### config.mk
export PLATFORM = sky130hd
export DESIGN_NAME = mc_control_fsm
export DESIGN_NICKNAME = d
export VERILOG_FILES = /design/src/rtl/mc_control_fsm.sv
export SDC_FILE = /design/constraint.sdc
export NUM_CORES = 1
export LEC_CHECK = 0
export CORE_MARGIN = 2
export CORE_UTILIZATION = 35
export DETAILED_ROUTE_END_ITERATION = 12
export GPL_TIMING_DRIVEN = 0
export PLACE_DENSITY = 0.64
export SYNTH_ARGS = -nofsm -noshare
export SYNTH_HDL_FRONTEND = slang
export SYNTH_SLANG_ARGS = --single-unit
### constraint.sdc
create_clock -name clk -period 2.1 [get_ports clk]
set_clock_uncertainty 0.2 [all_clocks]
set_input_delay 0.42 -clock clk [delete_from_list [all_inputs] [get_ports clk]]
set_output_delay 0.42 -clock clk [all_outputs]
set_load 0.03 [all_outputs]
### src/rtl/mc_control_fsm.sv
// Multicycle control unit for the single-issue integer datapath.
// Walks each instruction through FETCH -> DECODE -> EXEC/MSTART+MWAIT -> WB.
// Datapath enables are decoded from the current state. The mux and operation
// selects are captured in DECODE and then held until the next legal decode.
// An illegal instruction, or a multiply that never reports done, parks the
// unit in TRAP until reset.
module mc_control_fsm #(
    parameter int PCMUX_N    = 2,
    parameter int IFURES_N   = 2,
    parameter int MU_TIMEOUT = 64
) (
    input  logic                          clk,
    input  logic                          rst_n,
    input  logic                          run,
    input  logic [6:0]                    opcode,
    input  logic [2:0]                    func3,
    input  logic [1:0]                    func7b50,
    input  logic                          exdone,
    output logic [$clog2(PCMUX_N)-1:0]    pcmuxctl,
    output logic                          pcnextctl,
    output logic                          instrre,
    output logic                          regre,
    output logic                          regwe,
    output logic                          bmuxctl,
    output logic [3:0]                    aluctl,
    output logic                          mulstart,
    output logic [1:0]                    mulctl,
    output logic [$clog2(IFURES_N)-1:0]   ifuresctl,
    output logic                          trap,
    output logic [31:0]                   instret
);

    localparam logic [2:0] S_IDLE   = 3'd0;
    localparam logic [2:0] S_FETCH  = 3'd1;
    localparam logic [2:0] S_DECODE = 3'd2;
    localparam logic [2:0] S_EXEC   = 3'd3;
    localparam logic [2:0] S_MSTART = 3'd4;
    localparam logic [2:0] S_MWAIT  = 3'd5;
    localparam logic [2:0] S_WB     = 3'd6;
    localparam logic [2:0] S_TRAP   = 3'd7;

    localparam logic [6:0] OPC_OP     = 7'b0110011;
    localparam logic [6:0] OPC_OP_IMM = 7'b0010011;

    localparam logic [3:0] ALU_ADD  = 4'd0;
    localparam logic [3:0] ALU_SUB  = 4'd1;
    localparam logic [3:0] ALU_SLL  = 4'd2;
    localparam logic [3:0] ALU_SLT  = 4'd3;
    localparam logic [3:0] ALU_SLTU = 4'd4;
    localparam logic [3:0] ALU_XOR  = 4'd5;
    localparam logic [3:0] ALU_SRL  = 4'd6;
    localparam logic [3:0] ALU_SRA  = 4'd7;
    localparam logic [3:0] ALU_OR   = 4'd8;
    localparam logic [3:0] ALU_AND  = 4'd9;

    // The timeout counter must be able to hold MU_TIMEOUT-1.
    localparam int             CW       = (MU_TIMEOUT > 2) ? $clog2(MU_TIMEOUT) : 1;
    localparam logic [CW-1:0]  CNT_LAST = CW'(MU_TIMEOUT - 1);
    localparam int             IW       = $clog2(IFURES_N);

    logic [2:0]    state_reg, state_next;
    logic [CW-1:0] cnt_reg;
    logic [31:0]   instret_reg;
    logic          bmux_reg;
    logic [3:0]    alu_reg;
    logic [1:0]    mul_reg;
    logic [IW-1:0] ifures_reg;

    logic          is_op, is_imm;
    logic          dec_alu, dec_mu;
    logic [3:0]    dec_aluctl;

    assign is_op  = (opcode == OPC_OP);
    assign is_imm = (opcode == OPC_OP_IMM);

    // Instruction classification and ALU operation select from the decoded fields.
    always_comb begin
        dec_alu = 1'b0;
        dec_mu  = 1'b0;
        if (is_op && !func7b50[0]) begin
            dec_alu = 1'b1;
        end else if (is_imm && !(func3 == 3'b001 && func7b50[1])) begin
            dec_alu = 1'b1;
        end else if (is_op && func7b50 == 2'b01 && !func3[2]) begin
            dec_mu = 1'b1;
        end

        dec_aluctl = ALU_ADD;
        case (func3)
            3'b000:  dec_aluctl = (is_op && func7b50[1]) ? ALU_SUB : ALU_ADD;
            3'b001:  dec_aluctl = ALU_SLL;
            3'b010:  dec_aluctl = ALU_SLT;
            3'b011:  dec_aluctl = ALU_SLTU;
            3'b100:  dec_aluctl = ALU_XOR;
            3'b101:  dec_aluctl = func7b50[1] ? ALU_SRA : ALU_SRL;
            3'b110:  dec_aluctl = ALU_OR;
            default: dec_aluctl = ALU_AND;
        endcase
    end

    // Next-state sequencing.
    always_comb begin
        state_next = state_reg;
        case (state_reg)
            S_IDLE:   if (run) state_next = S_FETCH;
            S_FETCH:  state_next = S_DECODE;
            S_DECODE: begin
                if (dec_mu)       state_next = S_MSTART;
                else if (dec_alu) state_next = S_EXEC;
                else              state_next = S_TRAP;
            end
            S_EXEC:   state_next = S_WB;
            S_MSTART: state_next = S_MWAIT;
            S_MWAIT: begin
                if (exdone)                  state_next = S_WB;
                else if (cnt_reg == CNT_LAST) state_next = S_TRAP;
            end
            S_WB:     state_next = run ? S_FETCH : S_IDLE;
            S_TRAP:   state_next = S_TRAP;
            default:  state_next = S_IDLE;
        endcase
    end

    // State, captured selects, multiply timeout and retire counter.
    always_ff @(posedge clk) begin
        if (!rst_n) begin
            state_reg   <= S_IDLE;
            cnt_reg     <= '0;
            instret_reg <= '0;
            bmux_reg    <= 1'b0;
            alu_reg     <= ALU_ADD;
            mul_reg     <= 2'b00;
            ifures_reg  <= '0;
        end else begin
            state_reg <= state_next;
            if (state_reg == S_DECODE && (dec_alu || dec_mu)) begin
                bmux_reg   <= opcode[5];
                alu_reg    <= dec_aluctl;
                mul_reg    <= func3[1:0];
                ifures_reg <= dec_mu ? IW'(1) : '0;
            end
            if (state_reg == S_MSTART) begin
                cnt_reg <= '0;
            end else if (state_reg == S_MWAIT && !exdone) begin
                cnt_reg <= cnt_reg + 1'b1;
            end
            if (state_reg == S_WB) begin
                instret_reg <= instret_reg + 32'd1;
            end
        end
    end

    // Datapath strobes decoded from the current state.
    always_comb begin
        instrre   = (state_reg == S_FETCH);
        regre     = (state_reg == S_DECODE);
        mulstart  = (state_reg == S_MSTART);
        regwe     = (state_reg == S_WB);
        pcnextctl = (state_reg == S_WB);
        trap      = (state_reg == S_TRAP);
        pcmuxctl  = '0;
        bmuxctl   = bmux_reg;
        aluctl    = alu_reg;
        mulctl    = mul_reg;
        ifuresctl = ifures_reg;
        instret   = instret_reg;
    end

endmodule
Word level (Yosys, flattened, before mapping)
Cells that the tools add are included.

Bits in registers: 49. Latch bits: 0. Memory bits (writable): 0. Memory bits (read-only): 0. Bits of input ports: 16. Word-level logic and storage cells: 62. Memories: 0.

$add $sub $neg: 2. Multipliers: 0. Divide/modulo/power cells: 0. $lt $le $gt $ge: 0. Equal/unequal tests: 19. Shift operators: 0. Multiplexer cells: 16. Bitwise gates (word level): 1. Reduce and logical (&&, ||, !) cells: 17.

Operator list (number): $add 32x1->32 const B (1); $pmux 4 s7 (1); $pmux 3 s8 (1); $eq 3x3->1 const B (7); $mux 3 (5); $eq 3x2->1 const B (4); $mux 1 (9); $logic_and 1x1->1 (8); $eq 7x5->1 const B (1); $eq 7x6->1 const B (1); $add 6x1->6 const B (1); $eq 3x1->1 const B (2); $eq 6x6->1 const B (1); $logic_not 3->1 (2); $logic_not 1->1 (4); $ne 3x3->1 const B (1); $eq 2x1->1 const B (1); $ne 2x2->1 const B (1); $reduce_and 2->1 (1); $reduce_or 2->1 (1); $logic_or 1x1->1 (1); $not 1->1 (1).

Logic depth before layout (Yosys ltp)
Word-level depth: 9. Depth in mapped cells: 7. Depth with buffers taken out: 5.

Least setup slack after synthesis
No wires, ideal clock.

Path kind: reg-to-reg. From: reg state_reg[0]. To: reg alu_reg[3] (netlist: aluctl[3]). Data arrival time: 2447 ps. Data required time: 1830 ps. Path slack: -617 ps. Stages on the path, launching flop included: 6. Period minus slack after synthesis: 2717 ps. Cell sequence: dfxtp_1 > buf_2 > nor3b_1 > o21ai_1 > or4_1 > a21oi_1.

Longest elaborated chain between the ends: 2.

Ends and longest elaborated chain: start: declaration (line 61) `logic [2:0] state_reg, state_next;`; start signal: assignment (line 135) `state_reg <= state_next;`; $eq 3x2->1; via regre (line 22) `output logic regre,`; $logic_and 1x1->1 (line 136) `if (state_reg == S_DECODE && (dec_alu || dec_mu)) begin`; end signal: assignment (line 138) `alu_reg <= dec_aluctl;`; end: declaration (line 65) `logic [3:0] alu_reg;`.

The timed path passes the listed nets, and every way through them passes these cells. A chain may end at the register's enable or synchronous reset.

Worst setup path in the final report
From: reg instret_reg[4] (netlist: instret[4]). To: reg instret_reg[31] (netlist: instret[31]).

Longest elaborated chain between the ends: 1.

Ends and longest elaborated chain: start: declaration (line 63) `logic [31:0] instret_reg;`; start signal: assignment (line 148) `instret_reg <= instret_reg + 32'd1;`; $add 32x1->32 (line 148).

No other way between the ends.

==> impl_metrics.yaml <==
synthesis:
  synth_top_flop_cell: "dfxtp_1"
  yosysSeqAreaShare: 0.403
  synth_edf_count: 0
  synth_fp_nets: 311
  syn-instance-count: 293
  avgSynthCellArea_sq_um: 8.30
  yosys.cell_types.count: 46
  yosys_warnings: 0
  synthArstFlopShare: 0
  synth_seq_cells: 49
  synthesis.area_sq_mm: 0.00243
finish:
  largest_reg_flops: 32
  n_fill_cell: 666
  area_growth_pct: 46.3
  drive_gt1_frac: 0.227
  layout.cells.most_common: "clkdlybuf4s50_1"
  antenna_cells: 0
  layout_common_cells: "44 x clkdlybuf4s50_1, 32 x dfxtp_1, 25 x a21oi_1, 21 x buf_4"
  finalNetCount: 391
place:
  place.gp.congestion: 0.764
  hpwl_mm: 4.28
  io_buffers: 60
grt:
  first_global_vias: 2272
  grt_pass1_wl_mm: 10.6
  antenna_found_initial: 0
  grt_overflow: 0
  grt_usage: 0.170
  grt_max_degree: 14
die:
  die_y_microns: 87.4
  coreArea_sq_mm: 0.00676
  fp-row-count: 30
  start_util: 0.360
  die_area_sq_mm: 0.00763
  die_w_microns: 87.4
  ios: 63
worst_hold_path:
  hold_path_class: "reg -> reg"
power:
  powerDensity_mw_per_mm2: 471
  p_leak_nw: 1.33
  p_total_mw: 1.68
  vdd_drop_max_mv: 0.256
job:
  cap_violations: 0
clock_tree:
  clk_latency_ps: 300
  numCtsBuffers: 5
  clockBufferDepth: 2
  path_clk_slew_ps: 90
  htree_num_levels: 2
  clock-sinks: 49
  cts-root-buf: "clkbuf_8"
  cts_tree: "done"
timing:
  max_freq_mhz: 472
  setup_viol: 2
  period_needed_ps: 2120
  tns_ps: -27.3
  finalWorstSetupSlack_ps: -19.4
  tightest_slew_ps: 727
  slew_headroom: 0.511
  hold_viol_final: 0
  slew_viol_final: 0
  rsz0062_at_grt: "yes"
  period_share: 1.01
drt:
  drc_errors: 0
  wl_per_cell_microns: 14.1
  drtIter0Drc: 114
  first_pass_iters: 4
  postRouteWirelength_mm: 6.39
  via_per_inst: 5.49
  vias: 2493
  antenna_left: 0
critical_path:
  critical_path_required_ps: 2130
  crit_path_start_kind: "flip-flop"
  crit_arrival_ps: 2150
  cp-end-kind: "flip-flop"
  crit_type: "reg -> reg"
  crit_path_max_fanout: 10
run_status:
  violations: "negative setup slack"
  outcome: "finished, violations left"
-- cell usage after synthesis, drive strengths merged (2+ instances only) --
master   n  area share
o21a     3      0.0093
nand3   13       0.027
a31oi    3      0.0077
clkbuf  13       0.021
ha       2       0.010
xor2     5       0.018
and4b    2      0.0082
o21ai   20       0.041
nor4     5       0.013
buf      7       0.015
inv     10       0.015
or3     13       0.033
nand2   18       0.028
and4     3       0.011
a21oi   28       0.058
nor3     6       0.012
o31ai   15       0.046
nand4b   2       0.013
dfxtp   49        0.40
nor3b    2      0.0062
mux2i    3       0.012
nor2    18       0.028
o31a     2      0.0072
nand4   11       0.028
nand2b   5       0.013
or4     15       0.046
xnor2    7       0.025
-- path summary, 6_finish.rpt --
| path | startpoint | end | slack (ps) | cells after the start |
|---|---|---|---|---|
| worst max-delay path | instret[4] | instret[31] | -20 | 5 |
| worst max register to register | instret[4] | instret[31] | -20 | 5 |
| worst min register to register | mulctl[0] | mulctl[0] | 280 | 2 |
| worst min-delay path | mulctl[0] | mulctl[0] | 280 | 2 |
-- cells by family after synthesis --
group           count (synthesis)  share of synthesized area
xor+xnor                       12                     0.0432
mux                             3                     0.0123
simple gates                  118                      0.282
compound gates                 78                      0.195
fa+ha+maj                       2                     0.0103
other cells                     1                    0.00154
buf+inv                        30                     0.0514
flops                          49                      0.403
-- power by group --
group	internal [mW]	leakage [nW]	switching, mW
Combinational	0.0809	0.880	0.113
Clock	0.238	0.0395	0.308
Sequential	0.929	0.406	0.00852
-- area by class of cell --
cell class                      instances  area [sq um]  share of cell area
Inverter                               10          37.5              0.0105
Multi-Input combinational cell        214          1470               0.414
Buffer                                 17           116              0.0327
Timing Repair Buffer                   76           726               0.204
Sequential cell                        49          1020               0.288
Tap cell                               80           100              0.0281
Clock buffer                            8          80.1              0.0225
-- metrics by stage --
| stage | setup WS (ps) | utilization | area (sq um) | hold slack, ps | cells |
|---|---|---|---|---|---|
| 6_report | -19.4 | 0.527 | 3560 | 277 | 454 |
| 5_1_grt | -84.9 | 0.527 | 3560 | 308 | 454 |
| 4_1_cts | -2.38 | 0.506 | 3420 | 286 | 450 |
| 3_5_place_dp | -515 | 0.471 | 3180 | 273 | 433 |
| 3_3_place_gp | -569 | 0.471 | 3180 | 263 | 433 |
| 2_1_floorplan | 2.14 | - | 2480 | 259 | 293 |
-- routing by layer --
metal | routed length (microns) | global-route usage
met5 | 0 | 0
met4 | 49 | 0.0434
met3 | 237 | 0.0341
met2 | 3070 | 0.286
met1 | 3040 | 0.223
-- worst max-delay path, cell delays in order, from the launching register on --
cell and delay [ps]:
dfxtp_4 370, nand4_1 150, buf_4 180, or4_4 510
or4_4 510, a21oi_2 130
-- what timing repair did --
action                                 CTS  global route
hold buffers                             0             0
resized for setup                       58            43
setup endpoints to repair               37            32
pin swaps                               21             4
buffers inserted                        10             5
endpoints found under the hold margin    0             0
cloned                                   1             0
No activity file was read; power rests on OpenSTA's default activity.
==> patch: new RTL, same settings <==
Add an input register stage for `run`, `opcode`, `func3`, `func7b50` and `exdone`, without a reset; this delays them by one clock.
--- a/src/rtl/mc_control_fsm.sv
+++ b/src/rtl/mc_control_fsm.sv
@@ -59,4 +59,18 @@
     localparam int             IW       = $clog2(IFURES_N);
 
+    logic run_q;
+    logic [6:0] opcode_q;
+    logic [2:0] func3_q;
+    logic [1:0] func7b50_q;
+    logic exdone_q;
+
+    always_ff @(posedge clk) begin
+        run_q      <= run;
+        opcode_q   <= opcode;
+        func3_q    <= func3;
+        func7b50_q <= func7b50;
+        exdone_q   <= exdone;
+    end
+
     logic [2:0]    state_reg, state_next;
     logic [CW-1:0] cnt_reg;
@@ -71,6 +85,6 @@
     logic [3:0]    dec_aluctl;
 
-    assign is_op  = (opcode == OPC_OP);
-    assign is_imm = (opcode == OPC_OP_IMM);
+    assign is_op  = (opcode_q == OPC_OP);
+    assign is_imm = (opcode_q == OPC_OP_IMM);
 
     // Instruction classification and ALU operation select from the decoded fields.
@@ -78,20 +92,20 @@
         dec_alu = 1'b0;
         dec_mu  = 1'b0;
-        if (is_op && !func7b50[0]) begin
+        if (is_op && !func7b50_q[0]) begin
             dec_alu = 1'b1;
-        end else if (is_imm && !(func3 == 3'b001 && func7b50[1])) begin
+        end else if (is_imm && !(func3_q == 3'b001 && func7b50_q[1])) begin
             dec_alu = 1'b1;
-        end else if (is_op && func7b50 == 2'b01 && !func3[2]) begin
+        end else if (is_op && func7b50_q == 2'b01 && !func3_q[2]) begin
             dec_mu = 1'b1;
         end
 
         dec_aluctl = ALU_ADD;
-        case (func3)
-            3'b000:  dec_aluctl = (is_op && func7b50[1]) ? ALU_SUB : ALU_ADD;
+        case (func3_q)
+            3'b000:  dec_aluctl = (is_op && func7b50_q[1]) ? ALU_SUB : ALU_ADD;
             3'b001:  dec_aluctl = ALU_SLL;
             3'b010:  dec_aluctl = ALU_SLT;
             3'b011:  dec_aluctl = ALU_SLTU;
             3'b100:  dec_aluctl = ALU_XOR;
-            3'b101:  dec_aluctl = func7b50[1] ? ALU_SRA : ALU_SRL;
+            3'b101:  dec_aluctl = func7b50_q[1] ? ALU_SRA : ALU_SRL;
             3'b110:  dec_aluctl = ALU_OR;
             default: dec_aluctl = ALU_AND;
@@ -103,5 +117,5 @@
         state_next = state_reg;
         case (state_reg)
-            S_IDLE:   if (run) state_next = S_FETCH;
+            S_IDLE:   if (run_q) state_next = S_FETCH;
             S_FETCH:  state_next = S_DECODE;
             S_DECODE: begin
@@ -113,8 +127,8 @@
             S_MSTART: state_next = S_MWAIT;
             S_MWAIT: begin
-                if (exdone)                  state_next = S_WB;
+                if (exdone_q)                  state_next = S_WB;
                 else if (cnt_reg == CNT_LAST) state_next = S_TRAP;
             end
-            S_WB:     state_next = run ? S_FETCH : S_IDLE;
+            S_WB:     state_next = run_q ? S_FETCH : S_IDLE;
             S_TRAP:   state_next = S_TRAP;
             default:  state_next = S_IDLE;
@@ -135,12 +149,12 @@
             state_reg <= state_next;
             if (state_reg == S_DECODE && (dec_alu || dec_mu)) begin
-                bmux_reg   <= opcode[5];
+                bmux_reg   <= opcode_q[5];
                 alu_reg    <= dec_aluctl;
-                mul_reg    <= func3[1:0];
+                mul_reg    <= func3_q[1:0];
                 ifures_reg <= dec_mu ? IW'(1) : '0;
             end
             if (state_reg == S_MSTART) begin
                 cnt_reg <= '0;
-            end else if (state_reg == S_MWAIT && !exdone) begin
+            end else if (state_reg == S_MWAIT && !exdone_q) begin
                 cnt_reg <= cnt_reg + 1'b1;
             end
Behaviour: not the same (a bounded check fails within 4 cycles, from zero or initial values and one cycle with rst_n low).
==> patch against the original RTL <==
The run still ends with negative setup slack left. Via count increased by 7.9%. Sequential cell count increased by 14. Combinational power shrank 4%. Cell area up 15%. Sequential share of layout area increased by 3.4 points. Maximum frequency rose by 0.50%. First-iteration DRC count up 7.0%. Sequential power up 30%. Routed wire length increased by 14%. Largest power group unchanged. Die area rose by 12%. Critical path type unchanged. Power up 47%. Setup slack improved by 10 ps. Cell count up 13%. Area after synthesis increased by 13%. Highest routed layer unchanged.
==> patch: results <==
export IMPL_dp_slack_ps=-441
export IMPL_failed_checks="negative setup slack"
export IMPL_arrival_ps=2170
export IMPL_synthTopCellsByArea="dfxtp_1 (46%), o31ai_1 (6.0%), a21oi_1 (4.9%), or4_1 (4.9%), xnor2_1 (3.2%)"
export IMPL_ctsHtreeMaxLevel=3
export IMPL_clockPowerShare_pct=42.6
export IMPL_clk_pin_slew_ps=70
export IMPL_yosys_cell_types_count=45
export IMPL_wl_met2_um=3560
export IMPL_cts_buffer_depth=2
export IMPL_reg2reg_depth=6
export IMPL_synth_nets=331
export IMPL_track_usage_pct=16.3
export IMPL_cts_made_buffers=9
export IMPL_clk_latency_ps=340
export IMPL_fin_cells=511
export IMPL_grtUsageMet2_pct=26.2
export IMPL_hpwl_um=4550
export IMPL_r2r_start="instret[10]$_SDFFE_PN0P_"
export IMPL_hold_start="bmuxctl$_SDFFE_PN0P_"
export IMPL_wl_met3_um=330
export IMPL_yosys_area_share_adder_pct=0.910
export IMPL_grt_use_met1_pct=21.3
export IMPL_synth_xor_area_share_pct=4.77
export IMPL_hold_worst_slack_ps=272
export IMPL_p_seq_mw=1.22
export IMPL_placed_cells=475
export IMPL_setup_tns_ps=-8.97
export IMPL_hold_path_end="bmuxctl$_SDFFE_PN0P_"
export IMPL_r2r_end="instret[20]$_SDFFE_PN0P_"
export IMPL_dpl_instance_area_um2=3560
export IMPL_grt_pass1_vias=2339
export IMPL_critPathMaxFanout=6
export IMPL_switchingPower_mw=0.593
export IMPL_drive_gt1_share_pct=25.2
export IMPL_drt_first_iter_violations=122
export IMPL_vdd_ir_drop_max_uv=360
export IMPL_synth_cells=313
export IMPL_wl_met1_um=3280
export IMPL_grt_max_degree=11
export IMPL_p_leak_nw=1.53
export IMPL_setup_viol=1
export IMPL_synth_area_mux_share_pct=1.09
export IMPL_grt_pass1_wl_um=11200
export IMPL_drt_wirelength_per_cell_um=14.3
export IMPL_timing_final_ws_setup_ps=-8.97
export IMPL_met3_usage_pct=3.09
export IMPL_yosysSeqAreaShare_pct=45.8
export IMPL_synth_compound_area_share_pct=16.2
export IMPL_status="finished with violations"
export IMPL_num_vias=2690
export IMPL_power_share_switching_pct=24.1
patch: cell count changes after synthesis, sizes merged, moves of 4 or more:
| cell | unedited run | this run |
|---|---|---|
| o31ai | 15 | 22 |
| or3 | 13 | 6 |
| o21ai | 20 | 11 |
| or4 | 15 | 19 |
| dfxtp | 49 | 63 |
| nand2 | 18 | 23 |
patch: worst max-delay path, cell delays in order, from the launching register on:
cell	delay, ps
dfxtp_4	350
nand4_1	140
or4_4	530
buf_6	160
buf_6	120
or4_4	400
a21oi_1	140
patch: worst max-delay path by stage:
stage	start	slack (ps)	endpoint	depth (start not counted)
5_1_grt	instret[16]$_SDFFE_PN0P_	-50	instret[20]$_SDFFE_PN0P_	6
3_3_place_gp	state_reg[0]$_SDFFE_PN0P_	-410	instret[17]$_SDFFE_PN0P_	7
3_5_place_dp	state_reg[0]$_SDFFE_PN0P_	-440	instret[17]$_SDFFE_PN0P_	7
4_1_cts	instret[11]$_SDFFE_PN0P_	-30	instret[20]$_SDFFE_PN0P_	6
6_report	instret[10]$_SDFFE_PN0P_	-9	instret[20]$_SDFFE_PN0P_	6
2_1_floorplan	state_reg[2]$_SDFFE_PN0P_	-20	cnt_reg[0]$_SDFFE_PP0P_	4
patch: final cells by class:
type	count	area [um2]
inverters	12	45.0
clock buffers	12	145
multi-input cells	217	1510
clock inverters	4	45.0
well taps	102	128
repair buffers	82	782
flip-flops and latches	63	1320
fillers	730	3600
plain buffers	19	121
patch: timing repair:
action | in CTS | in global routing
resized for setup | 47 | 44
pin swaps | 17 | 11
endpoints found under the setup margin | 28 | 37
setup buffers | 12 | 9
cloned | 0 | 2
endpoints found under the hold margin | 0 | 0
